File: config.mk
export PLATFORM = sky130hd
export DESIGN_NAME = move_scheduler
export DESIGN_NICKNAME = d
export VERILOG_FILES = /design/src/rtl/move_scheduler.sv
export SDC_FILE = /design/constraint.sdc
export NUM_CORES = 1
export LEC_CHECK = 0
export BUFFER_PORTS_ARGS = -buffer_cell sky130_fd_sc_hd__buf_4
export CELL_PAD_IN_SITES_DETAIL_PLACEMENT = 0
export CELL_PAD_IN_SITES_GLOBAL_PLACEMENT = 1
export CORE_MARGIN = 8
export CORE_UTILIZATION = 45
export DETAILED_ROUTE_END_ITERATION = 6
export MAX_ROUTING_LAYER = met4
export PLACE_DENSITY_LB_ADDON = 0.1
export REMOVE_ABC_BUFFERS = 1
export SYNTH_ARGS = -nofsm -noshare
export SYNTH_HDL_FRONTEND = slang
export SYNTH_SLANG_ARGS = --single-unit
export TNS_END_PERCENT = 10
File: constraint.sdc
create_clock -name clk -period 4.8 [get_ports clk]
set_clock_uncertainty 0.15 [all_clocks]
set_input_delay 0.24 -clock clk [delete_from_list [all_inputs] [get_ports clk]]
set_output_delay 0.24 -clock clk [all_outputs]
set_load 0.005 [all_outputs]
File: src/rtl/move_scheduler.sv
// Direction-command scheduler for the 2048 engine: merges keyboard and button
// strobes into a small FIFO and sequences move / spawn handshakes one at a time.
module move_scheduler #(
    parameter int unsigned DEPTH     = 4,
    parameter logic [3:0]  PLAY_MODE = 4'd1,
    parameter int unsigned TIMEOUT   = 1023
) (
    input  logic       clk,
    input  logic       rst_n,
    input  logic       kbd_valid,
    input  logic [3:0] kbd_dir,
    input  logic       btn_valid,
    input  logic [3:0] btn_dir,
    input  logic [3:0] mode,
    input  logic       mv_done,
    input  logic       mv_changed,
    input  logic       spawn_done,
    output logic       mv_start,
    output logic [3:0] mv_dir,
    output logic       spawn_start,
    output logic       busy,
    output logic [4:0] q_count,
    output logic       drop,
    output logic       err
);

    localparam int unsigned AW = $clog2(DEPTH);
    localparam int unsigned WW = $clog2(TIMEOUT + 1);

    typedef enum logic [2:0] {
        IDLE,
        ISSUE,
        WAIT_MV,
        SPAWN,
        WAIT_SP
    } state_t;

    state_t        state, state_nx;
    logic [3:0]    mem [DEPTH];
    logic [AW-1:0] wr_ptr, rd_ptr, wr_ptr_inc;
    logic [4:0]    count, free;
    logic          rr;
    logic [WW-1:0] wd_cnt;

    logic       kbd_ok, btn_ok, play, pop, drop_nx, timeout;
    logic [1:0] n_push;
    logic [3:0] first_dir, second_dir;

    // Admission: free space is judged before any same-cycle pop.
    always_comb begin
        kbd_ok     = kbd_valid && $onehot(kbd_dir);
        btn_ok     = btn_valid && $onehot(btn_dir);
        play       = (mode == PLAY_MODE);
        free       = 5'(DEPTH) - count;
        wr_ptr_inc = wr_ptr + 1'b1;
        second_dir = rr ? kbd_dir : btn_dir;
        if (kbd_ok && btn_ok) first_dir = rr ? btn_dir : kbd_dir;
        else if (btn_ok)      first_dir = btn_dir;
        else                  first_dir = kbd_dir;
        n_push  = 2'd0;
        drop_nx = 1'b0;
        if (play) begin
            if (kbd_ok && btn_ok) begin
                if (free >= 5'd2) begin
                    n_push = 2'd2;
                end else if (free == 5'd1) begin
                    n_push  = 2'd1;
                    drop_nx = 1'b1;
                end else begin
                    drop_nx = 1'b1;
                end
            end else if (kbd_ok || btn_ok) begin
                if (free != 5'd0) n_push = 2'd1;
                else              drop_nx = 1'b1;
            end
        end
    end

    always_comb begin
        state_nx = state;
        timeout  = 1'b0;
        case (state)
            IDLE:    if (count != 5'd0 && play) state_nx = ISSUE;
            ISSUE:   state_nx = WAIT_MV;
            WAIT_MV: begin
                if (mv_done) begin
                    state_nx = mv_changed ? SPAWN : IDLE;
                end else if (wd_cnt == WW'(TIMEOUT - 1)) begin
                    timeout  = 1'b1;
                    state_nx = IDLE;
                end
            end
            SPAWN:   state_nx = WAIT_SP;
            WAIT_SP: begin
                if (spawn_done) begin
                    state_nx = IDLE;
                end else if (wd_cnt == WW'(TIMEOUT - 1)) begin
                    timeout  = 1'b1;
                    state_nx = IDLE;
                end
            end
            default: state_nx = IDLE;
        endcase
    end

    // The head is popped on the edge into ISSUE so mv_dir is valid alongside mv_start.
    assign pop         = (state == IDLE) && (state_nx == ISSUE);
    assign mv_start    = (state == ISSUE);
    assign spawn_start = (state == SPAWN);
    assign busy        = (state != IDLE);
    assign q_count     = count;

    always_ff @(posedge clk) begin
        if (!rst_n) begin
            state  <= IDLE;
            wd_cnt <= '0;
            err    <= 1'b0;
        end else begin
            state <= state_nx;
            err   <= timeout;
            if (state == WAIT_MV || state == WAIT_SP) wd_cnt <= wd_cnt + 1'b1;
            else                                      wd_cnt <= '0;
        end
    end

    always_ff @(posedge clk) begin
        if (play && n_push != 2'd0) mem[wr_ptr] <= first_dir;
        if (play && n_push == 2'd2) mem[wr_ptr_inc] <= second_dir;
    end

    always_ff @(posedge clk) begin
        if (!rst_n) begin
            wr_ptr <= '0;
            rd_ptr <= '0;
            count  <= '0;
            rr     <= 1'b0;
            drop   <= 1'b0;
            mv_dir <= '0;
        end else begin
            drop <= drop_nx;
            if (pop) mv_dir <= mem[rd_ptr];
            if (!play) begin
                wr_ptr <= '0;
                rd_ptr <= '0;
                count  <= '0;
            end else begin
                wr_ptr <= wr_ptr + AW'(n_push);
                if (pop) rd_ptr <= rd_ptr + 1'b1;
                count <= count + 5'(n_push) - 5'(pop);
                if (kbd_ok && btn_ok) rr <= ~rr;
            end
        end
    end

endmodule

==> impl_metrics.csv <==
group,metric,value,unit
run_status,status,"finished, final reports clean",
timing,hold_violations,0,
pwr,power_density,228,nW/um^2
yosys,synth-seq-cells,45,
floorplanning,io_pins,33,
pwr,clock_power_share,37.5,%
floorplanning,fp.dieH,96.5,um
cts,post_cts_buffers,0,
setup_path,endpoint_kind,"flip-flop",
setup_path,slowest_stage,"a2111oi_4",
finish,area_growth,13.8,%
cts,cts_buffers,5,
timing,worst_slew_margin_rel,39.7,%
setup_path,reg2regPathDepth,16,
drt,wl_per_cell,14.5,um
setup_path,required,4.87,ns
pwr,ir_drop,0.168,mV
pwr,netSwitchingPower,168,uW
global_routing,grt_max_degree,26,
timing,fin_crit_sh,78.9,%
yosys,yosysTopAreaCell,"dfxtp_1",
cts,clock_sinks,45,
drt,vias,2266,
timing,setup_viol,0,
timing,max_freq,264,MHz
yosys,yosysUniqueCellTypes,54,
cts,cts-resized-gates,0,
cts,insertion_delay,0.30,ns
global_routing,grt_overflow_total,0,
finish,num_antenna_cells,0,
timing,rsz0062_at_grt,"false",
pwr,power.leakage,1.27,nW
finish,fin_nets,379,
drt,antenna_left,0,
yosys,synthTopCellsByArea,"dfxtp_1, edfxtp_1, ha_1",
timing,final_max_slew_viol_count,0,
finish,layout-drive-gt1-share,17.6,%
drt,drtIter0Drc,86,
floorplanning,coreArea,6310,sq um
timing,finalCriticalPeriod,3.79,ns
setup_path,max_stage_delay,0.44,ns
finish,final_common_cell,"buf_4",
yosys,synth_edf_count,16,
yosys,ys_seq_area_share,36.3,%
setup_path,path_cells,"inv_1, ha_1, a21o_1, a2111oi_4, o21ai_2, o21a_1, ha_1, inv_1, ha_1, inv_1, fa_1, inv_1, a21oi_1, nor2_1, or3_1, a21oi_1",
global_routing,grt_pass1_vias,2221,
placement,placed_area,3210,sq um
global_routing,grt_pass1_wl,10.3,mm
setup_path,critPathMostFrequentCell,"inv_1",
drt,first_pass_iters,4,
pwr,seqPwrFrac,52.6,%
yosys,syn_inst,308,
global_routing,antenna_found_initial,0,
drt,vias_per_cell,5.43,
finish,final_cell_mix,"buf_4, nand2_1, dfxtp_1",
placement,port_buffers,32,
finish,final_core_util,52.6,%
cts,root_buffer,"clkbuf_8",
placement,dp_hpwl,4.85,mm
worst_hold_path,min_path_cells,3,
yosys,synth_area,2920,sq um
cts,hold_buffers,0,
cts,htreeDepth,2,
timing,whs,0.0841,ns
cts,clkSlewWorstSetupHoldPaths,0.08,ns
setup_path,crit_fanout,25,
finish,fin_area,3320,sq um
floorplanning,fp.dieW,96.5,um
timing,tightestPinTransition,0.904,ns
setup_path,startpoint_type,"flip-flop",
pwr,internal_power,588,uW
run,cap_violations,0,
timing,setup_tns,0,ns
cts,cts_tree,"yes",
yosys,synthFlopType,"dfxtp_1",
yosys,async_flop_share,0,%
drt,routed_wirelength,6.05,mm
placement,gp_congestion,0.811,
yosys,synth_top_cell_area_share,19.9,%
floorplanning,start_util,46.2,%
pwr,pwr-share-comb,9.9,%
floorplanning,rows,29,
setup_path,path_class,"flip-flop to flip-flop",
global_routing,grt_use_total,14.5,%
cts,cts_buffer_depth,2,
drt,drc,0,
setup_path,crit_arrival,3.86,ns
yosys,yosys_warnings,0,
floorplanning,dieArea,9320,sq um
yosys,syn_area_per_cell,9.48,sq um
pwr,p_sw_share,22.2,%
worst_hold_path,hold_path_class,"input port to flip-flop",
==> power by group through the flow <==
stage / combinational (mW) / sequential (mW) / clock [mW]
6_report: 0.0747 / 0.398 / 0.284
5_1_grt: 0.0847 / 0.398 / 0.307
4_1_cts: 0.0754 / 0.398 / 0.293
3_5_place_dp: 0.0751 / 0.407 / 0
3_3_place_gp: 0.0739 / 0.407 / 0
2_1_floorplan: 0.0475 / 0.407 / 0
==> Yosys cell counts, types with 3 or more instances <==
| cell | count |
|---|---|
| o32ai_1 | 13 |
| o2111ai_1 | 13 |
| a21oi_1 | 11 |
| dfxtp_1 | 29 |
| o21a_1 | 3 |
| edfxtp_1 | 16 |
| xor2_1 | 10 |
| fa_1 | 3 |
| nand2_1 | 29 |
| nand4_1 | 4 |
| nand2b_1 | 4 |
| inv_1 | 27 |
| mux2i_1 | 4 |
| or3_1 | 4 |
| buf_6 | 3 |
| o22ai_1 | 5 |
| ha_1 | 18 |
| o211ai_1 | 6 |
| o21ai_0 | 5 |
| and2_1 | 8 |
| xnor2_1 | 5 |
| nor2b_1 | 7 |
| nand3_1 | 7 |
| clkbuf_1 | 6 |
| mux4_2 | 4 |
| nor2_1 | 28 |
==> per-stage QoR <==
step,power (mW),worst slack [ns],std cells
floorplan,0.454,0.943,298
global placement,0.481,0.827,409
detailed placement,0.482,0.720,409
CTS,0.767,1.01,417
global route,0.790,0.631,417
finish,0.756,1.01,417
==> cells by family after synthesis <==
group	Yosys count	synth area share, %
multiplexers	8	4.46
buffers and inverters	38	5.70
AO/OA/AOI/OAI	69	18.1
AND/OR/NAND/NOR	112	21.1
XOR/XNOR	15	4.50
adder cells (fa/ha/maj)	21	9.77
flip-flops	45	36.3
==> sequential cells by signal, indices dropped and copies added (netlist names) <==
signal and count:
mem 16, wd_cnt 10, q_count 5, mv_dir 4, state 3, rd_ptr 2, wr_ptr 2, drop 1
err 1, rr 1
==> worst max-delay path: cells and delay by family, from the launching register on <==
kind / cells / cell delay [ns]
adders and majority gates: 4 / 0.91
buffers and inverters: 4 / 0.27
AOI/OAI and AO/OA: 6 / 1.56
and+or+nand+nor: 2 / 0.39
DFF: 1 / 0.42
==> per-layer routing <==
metal	vias to the layer above	track usage, %	part of all wire, %
met2	43	22.2	46
li1	1191	-	-
met4	0	3.78	1.2
met5	-	-	0
met1	1026	19.3	49
met3	6	2.78	4.0
==> final timing paths <==
kind                                       startpoint               endpoint  slack, ns
worst min register to register    state[0]$_SDFF_PN0_         err$_SDFF_PN0_       0.32
worst max register to register  q_count[0]$_SDFF_PN0_  q_count[4]$_SDFF_PN0_       1.01
worst max-delay path            q_count[0]$_SDFF_PN0_  q_count[4]$_SDFF_PN0_       1.01
worst min-delay path                       mv_changed    state[0]$_SDFF_PN0_       0.08
==> cell type report <==
cell class	count	area, sq um
clock buffer	6	72.6
clock inverter	2	38.8
fill	609	2990
inverter	28	105
multi-input combinational	225	1690
sequential	45	1060
tap	77	96.3
timing repair buffer	34	255
No activity file was read; power rests on OpenSTA's default activity.
